## src/rtl/alu_share_arbiter.sv

```systemverilog
// rtl/alu_share_arbiter.sv - two-port arbiter sharing one combinational ALU
//
// Purpose: arbitrates between requester 0 (core sequencer) and requester 1
// (comm/accelerator port), registers the winning operands onto the ALU
// inputs, captures ALUResult/Zero one cycle later and returns them to the
// winner over a valid/ready response channel. FSM: IDLE -> EXEC -> RESP.
//
// Ports:
//   clk, rst_n                        clock, asynchronous active-low reset
//   reqN_valid/ready                  request handshake, N in {0,1}
//   reqN_SrcA/SrcB/ALUControl         request payload (sampled at handshake)
//   rspN_valid/ready                  response handshake
//   rspN_Result/Zero                  captured ALU result for requester N
//   alu_SrcA/SrcB/ALUControl          registered operands to the ALU
//   alu_Result/alu_Zero               combinational ALU outputs
//   busy                              FSM not in IDLE
//   owner                             requester currently being served
//
// Configuration: define ALU_ARB_FIXED_PRIO_EN for fixed priority (port 0
// always wins a tie); default is round-robin on simultaneous requests.

module alu_share_arbiter #(
    parameter int DATA_W = 32,
    parameter int CTRL_W = 3
) (
    input  logic              clk,
    input  logic              rst_n,
    input  logic              req0_valid,
    output logic              req0_ready,
    input  logic [DATA_W-1:0] req0_SrcA,
    input  logic [DATA_W-1:0] req0_SrcB,
    input  logic [CTRL_W-1:0] req0_ALUControl,
    input  logic              req1_valid,
    output logic              req1_ready,
    input  logic [DATA_W-1:0] req1_SrcA,
    input  logic [DATA_W-1:0] req1_SrcB,
    input  logic [CTRL_W-1:0] req1_ALUControl,
    output logic              rsp0_valid,
    input  logic              rsp0_ready,
    output logic [DATA_W-1:0] rsp0_Result,
    output logic              rsp0_Zero,
    output logic              rsp1_valid,
    input  logic              rsp1_ready,
    output logic [DATA_W-1:0] rsp1_Result,
    output logic              rsp1_Zero,
    output logic [DATA_W-1:0] alu_SrcA,
    output logic [DATA_W-1:0] alu_SrcB,
    output logic [CTRL_W-1:0] alu_ALUControl,
    input  logic [DATA_W-1:0] alu_Result,
    input  logic              alu_Zero,
    output logic              busy,
    output logic              owner
);

    localparam logic [1:0] S_IDLE = 2'd0;
    localparam logic [1:0] S_EXEC = 2'd1;
    localparam logic [1:0] S_RESP = 2'd2;

    logic [1:0]        state_q, state_d;
    logic              owner_q, owner_d;
    logic [DATA_W-1:0] src_a_q, src_b_q;
    logic [CTRL_W-1:0] ctrl_q;
    logic [DATA_W-1:0] res0_q, res1_q;
    logic              zero0_q, zero1_q;

    logic idle;
    logic grant;
    logic hs;
    logic rsp_take;

    assign idle = (state_q == S_IDLE);

`ifdef ALU_ARB_FIXED_PRIO_EN
    // Port 0 wins whenever it is valid; port 1 may starve.
    assign grant = ~req0_valid;
`else
    logic rr_ptr_q, rr_ptr_d;
    // Tie goes to rr_ptr; otherwise the sole valid port.
    assign grant = (req0_valid & req1_valid) ? rr_ptr_q : req1_valid;
`endif

    // Gated by rst_n so that every output reads 0 while reset is held.
    assign req0_ready = rst_n & idle & req0_valid & ~grant;
    assign req1_ready = rst_n & idle & req1_valid &  grant;
    assign hs         = req0_ready | req1_ready;

    assign rsp_take = (state_q == S_RESP) & (owner_q ? rsp1_ready : rsp0_ready);

    always_comb begin
        state_d = state_q;
        owner_d = owner_q;
`ifndef ALU_ARB_FIXED_PRIO_EN
        rr_ptr_d = rr_ptr_q;
`endif
        case (state_q)
            S_IDLE: begin
                if (hs) begin
                    state_d = S_EXEC;
                    owner_d = grant;
                end
            end
            S_EXEC: state_d = S_RESP;
            S_RESP: begin
                if (rsp_take) begin
                    state_d = S_IDLE;
`ifndef ALU_ARB_FIXED_PRIO_EN
                    // The port just served yields the next tie.
                    rr_ptr_d = ~owner_q;
`endif
                end
            end
            default: state_d = S_IDLE;
        endcase
    end

    always_ff @(posedge clk or negedge rst_n) begin
        if (!rst_n) begin
            state_q <= S_IDLE;
            owner_q <= 1'b0;
`ifndef ALU_ARB_FIXED_PRIO_EN
            rr_ptr_q <= 1'b0;
`endif
            src_a_q <= '0;
            src_b_q <= '0;
            ctrl_q  <= '0;
            res0_q  <= '0;
            res1_q  <= '0;
            zero0_q <= 1'b0;
            zero1_q <= 1'b0;
        end else begin
            state_q <= state_d;
            owner_q <= owner_d;
`ifndef ALU_ARB_FIXED_PRIO_EN
            rr_ptr_q <= rr_ptr_d;
`endif
            if (hs) begin
                src_a_q <= grant ? req1_SrcA       : req0_SrcA;
                src_b_q <= grant ? req1_SrcB       : req0_SrcB;
                ctrl_q  <= grant ? req1_ALUControl : req0_ALUControl;
            end
            // Only the owner's result registers change; the other port keeps
            // its last delivered value.
            if (state_q == S_EXEC) begin
                if (owner_q) begin
                    res1_q  <= alu_Result;
                    zero1_q <= alu_Zero;
                end else begin
                    res0_q  <= alu_Result;
                    zero0_q <= alu_Zero;
                end
            end
        end
    end

    assign alu_SrcA       = src_a_q;
    assign alu_SrcB       = src_b_q;
    assign alu_ALUControl = ctrl_q;

    assign rsp0_valid  = (state_q == S_RESP) & ~owner_q;
    assign rsp1_valid  = (state_q == S_RESP) &  owner_q;
    assign rsp0_Result = res0_q;
    assign rsp0_Zero   = zero0_q;
    assign rsp1_Result = res1_q;
    assign rsp1_Zero   = zero1_q;

    assign busy  = ~idle;
    assign owner = owner_q;

endmodule
```

## config.mk

```make
export PLATFORM = sky130hd
export DESIGN_NAME = alu_share_arbiter
export DESIGN_NICKNAME = d
export VERILOG_FILES = /design/src/rtl/alu_share_arbiter.sv
export SDC_FILE = /design/constraint.sdc
export NUM_CORES = 1
export LEC_CHECK = 0
export BUFFER_PORTS_ARGS = -buffer_cell sky130_fd_sc_hd__buf_2
export CORE_AREA = 2 2 121 123
export DETAILED_ROUTE_END_ITERATION = 8
export DIE_AREA = 0 0 123 125
export GPL_ROUTABILITY_DRIVEN = 0
export GPL_TIMING_DRIVEN = 0
export PLACE_DENSITY = 0.76
export SYNTH_ARGS = -nofsm -noshare
export SYNTH_HDL_FRONTEND = slang
export SYNTH_SLANG_ARGS = --single-unit
```

## constraint.sdc

```tcl
create_clock -name clk -period 1.7 [get_ports clk]
set_input_delay 0.085 -clock clk [delete_from_list [all_inputs] [get_ports clk]]
set_output_delay 0.085 -clock clk [all_outputs]
set_load 0.01 [all_outputs]
```

* After elaboration in Yosys (flattened, before gate mapping)
Index checks and enable logic that the tools add are counted.
** Cells by class
- Equal/unequal tests :: 4
- Multiplexer cells :: 8
- Bitwise gates (word level) :: 13
- Reduce and logical (&&, ||, !) cells :: 6
** Operators by type and width (count)
- 32-bit 2-to-1 mux :: 2
- 2-bit AND reduction :: 5
- 1-bit bitwise AND :: 9
- 2-bit one-hot mux with 3 select lines :: 1
- 2-bit 2-to-1 mux :: 2
- 3-bit 2-to-1 mux :: 1
- 1-bit inverter :: 3
- 2-bit by 1-bit == test with 1-bit output, second input constant :: 1
- 2-bit == test, second input constant :: 1
- 2-bit logical NOT :: 1
- 1-bit 2-to-1 mux :: 2
- 2-bit by 1-bit inequality test with 1-bit output, second input constant :: 1
- 2-bit inequality test, second input constant :: 1
- 1-bit bitwise OR :: 1
** Word-level totals
- Register bits after elaboration :: 137
- Bits of input ports :: 173
- Output and inout bits :: 139

* Depth between registers and ports, before layout
- Depth in word-level cells :: 7
- Gate-level depth with buffers :: 6

* Worst setup path after synthesis
Ideal clock, no wire load.
- Path type :: register to register
- Start point :: register owner_q, in the netlist owner
- End point :: register res0_q[10], in the netlist rsp0_Result[10]
- Library setup time :: 0.125 ns
- Data arrival time :: 1.436 ns
- Setup slack :: 0.139 ns
- Stages on the path, launching flop included :: 5
- Clock period less this slack :: 1.561 ns
- Path through :: dfrtp_1 clkbuf_1 nor2_1 buf_2 mux2_2
** Between the ends
- Longest elaborated chain between the ends :: 2
** RTL lines
- start, declared :: line 60 : logic owner_q, owner_d;
- start signal, assigned :: line 132 : owner_q <= owner_d;
- 1-bit inverter (no source line)
- 2-bit AND reduction (no source line)
- end signal, assigned :: line 148 : res0_q <= alu_Result;
- end, declared :: line 63 : logic [DATA_W-1:0] res0_q, res1_q;
Every way passes these cells.
A chain may end at the register's enable or synchronous reset.

* Worst setup path in the final report
- Start point :: register state_q[0]
- End point :: register src_b_q[24], in the netlist alu_SrcB[24]
** Between the ends
- Longest elaborated chain between the ends :: 5
- Elaborated cells between the ends (all ways) :: 7
- Classes of those cells :: bitwise (6); reduce/logical (1)
** RTL lines
- start, declared :: line 59 : logic [1:0] state_q, state_d;
- start signal, assigned :: line 131 : state_q <= state_d;
- 2-bit logical NOT (*) :: line 71 : assign idle = (state_q == S_IDLE);
- 1-bit bitwise AND (*) :: line 83, 84
- 1-bit bitwise AND (on tied branches) (2 in series) :: line 83, 84
- 1-bit bitwise OR (*) :: line 85 : assign hs = req0_ready | req1_ready;
- end signal, assigned :: line 138 : src_b_q <= grant ? req1_SrcB : req0_SrcB;
- end, declared :: line 61 : logic [DATA_W-1:0] src_a_q, src_b_q;
Mark *: on every way between the ends. The rest lies on a longest branch, timed or not.

==> flow_summary.ini <==
[floorplan]
die_w_um = 123
placementRows = 44
io-pin-count = 312
die_area_um2 = 15380
core_um2 = 14200
dieHeight_um = 125
initial_core_util_pct = 41.44

[global_route]
antenna_found_initial = 1
track_usage_pct = 28.61
grt_max_degree = 56
grt_first_pass_wirelength_mm = 33.53
grt_pass1_vias = 6802
use_met1_pct = 30.25
met2_usage_pct = 50.18
grt_most_used_layer = met2
grt_use_met3_pct = 7.619
overflow = 0

[outcome]
status = complete, but fails checks
violations = setup timing

[place]
dp_slack_ns = -0.7934
io_buffers = 311
dp_hpwl_mm = 12.48

[clock_tree]
cts_max_path_buffers = 2
cts_made_buffers = 17
clk_pin_slew_ns = 0.07
h-tree-depth = 4
cts_tree = yes
clk_latency_ns = 0.43
root_buffer = clkbuf_16
clock-sinks = 137

[yosys]
ys_seq_elements = 137
yosys_warnings = 0
synth.distinct_cells = 19
syn_area_um2 = 5886
synth_nets = 698
ys_seq_area_share_pct = 58.25
syn_area_per_cell_um2 = 11.21
syn_inst = 525

[routing]
wirelength_mm = 22.59
drt_pass1_iterations = 9
antenna_left = 0
drc_errors = 0
vias = 6287
drt_iter0_drc = 594
via_per_inst = 5.066
wl_per_cell_um = 18.20

[run]
max_cap_violations = 0

[timing]
relSlewSlack_pct = 65.52
finalClockSkew_ns = 0.01206
setup_viol = 3
tightest_slew_ns = 0.5172
final.min_clock_period_ns = 1.799
worst_slack_ns = -0.09934
fmaxAchievable_mhz = 555.8
fin_crit_sh_pct = 105.8
hold_viol = 0
slew_viol_final = 0
rsz0062_at_grt = true

[worst_setup_path]
cp.required_ns = 1.96
crit_arrival_ns = 2.06
crit_fanout = 11
start_kind = flip-flop
crit_path_end_kind = flip-flop
worstSetupPathType = reg2reg

[power]
power.density_nw_per_um2 = 1552
vdd_drop_max_uv = 808.0
p_leak_uw = 0.005684

[finish]
fillers = 883
layout_common_cells = 313 x buf_2, 204 x inv_1, 172 x dlygate4sd3_1, 136 x dfrtp_1, 67 x a222oi_1
final_nets = 1216
drive_gt1_share_pct = 43.75
final_common_cell = buf_2
fin_util_pct = 73.18
area_growth_pct = 76.59

[hold_path]
hold_class = in2reg
[sequential cells by signal, summed over array words and instances (netlist names)]
signal          count
owner               1
rr_ptr_q            1
rsp1_Result        32
alu_ALUControl      3
rsp0_Result        32
rsp0_Zero           1
state_q             2
rsp1_Zero           1
alu_SrcA           32
alu_SrcB           32
[metrics by stage]
stage | hold WS [ns] | instance area [um^2] | total power (uW) | TNS (ns) | std cells
after floorplan | -0.2106 | 5886 | 8853 | 0 | 525
after global placement | 0.3277 | 7672 | 11280 | -362.53 | 1020
after detailed placement | 0.07855 | 7706 | 11480 | -53.80 | 1021
after CTS | -0.4059 | 10160 | 15690 | -0.08009 | 1229
after global routing | 0.04364 | 10390 | 16990 | -0.5542 | 1241
final | 0.005542 | 10390 | 16130 | -0.1620 | 1241
[synth_stat cells, drive strengths merged]
library cell	number	area [um^2]
inv	204	765.7
dfrtp	137	3428
a222oi	67	670.6
mux2	66	743.2
buf	20	118.9
clkbuf	10	37.54
o21ai	4	20.01
and3	3	18.77
nand2b	3	18.77
nor2	3	11.26
nand2	2	7.510
a21o	1	7.510
a21oi	1	5.000
a31oi	1	6.260
nand3b	1	7.510
nor3b	1	12.51
or2	1	6.260
[area by class of cell]
| cell class | count | area (um^2) | share of cell area (%) |
|---|---|---|---|
| Buffer | 25 | 230.2 | 2.215 |
| Clock buffer | 19 | 452.9 | 4.358 |
| Clock inverter | 13 | 142.6 | 1.372 |
| Multi-Input combinational cell | 154 | 1570 | 15.11 |
| Timing Repair Buffer | 504 | 3570 | 34.34 |
| Tap cell | 184 | 230.2 | 2.215 |
| Inverter | 204 | 765.7 | 7.367 |
| Sequential cell | 137 | 3430 | 33.00 |
| Antenna cell | 1 | 2.502 | 0.02408 |
[cell families after synthesis]
logic type      share of synthesized area, %
simple gates                           1.403
flops                                  58.25
buf+inv                                15.67
mux                                    12.63
compound gates                         12.05
[worst max-delay path: stages, from the launching register on]
cell,delay [ns]
dfrtp_1,0.42
nor3b_4,0.08
and3_4,0.20
buf_6,0.13
buf_12,0.14
buf_8,0.14
a222oi_1,0.52
[where the power goes]
group	internal [uW]	switching, uW	total, uW
Combinational	3310	3280	6590
Clock	2250	1480	3730
Sequential	4880	932	5810
[routing by layer]
metal	vias up	wire length (um)
met5	-	0
met3	106	1836
met1	3012	7867
met2	407	11660
met4	0	1231
li1	2762	-
[final timing paths]
path                                 start              end  slack [ns]  cells after the start
max                             state_q[0]     alu_SrcB[24]        -0.1                      6
min                             rsp0_ready       state_q[1]       0.006                      4
min reg2reg                rsp1_Result[12]  rsp1_Result[12]        0.50                      1
min in group asynchronous            rst_n     alu_SrcB[20]        0.38                      3
max reg2reg                     state_q[0]     alu_SrcB[24]        -0.1                      6
max in group asynchronous            rst_n  rsp1_Result[10]        0.96                      3
[timing repair]
action | in CTS | in global routing
buffers inserted | 6 | 10
hold endpoints to repair | 230 | 95
hold buffers | 170 | 4
endpoints found under the setup margin | 100 | 113
gates cloned | 1 | 1
pin swaps | 3 | 10
gates resized for setup | 27 | 36
Power figures use the tool's default switching activity.
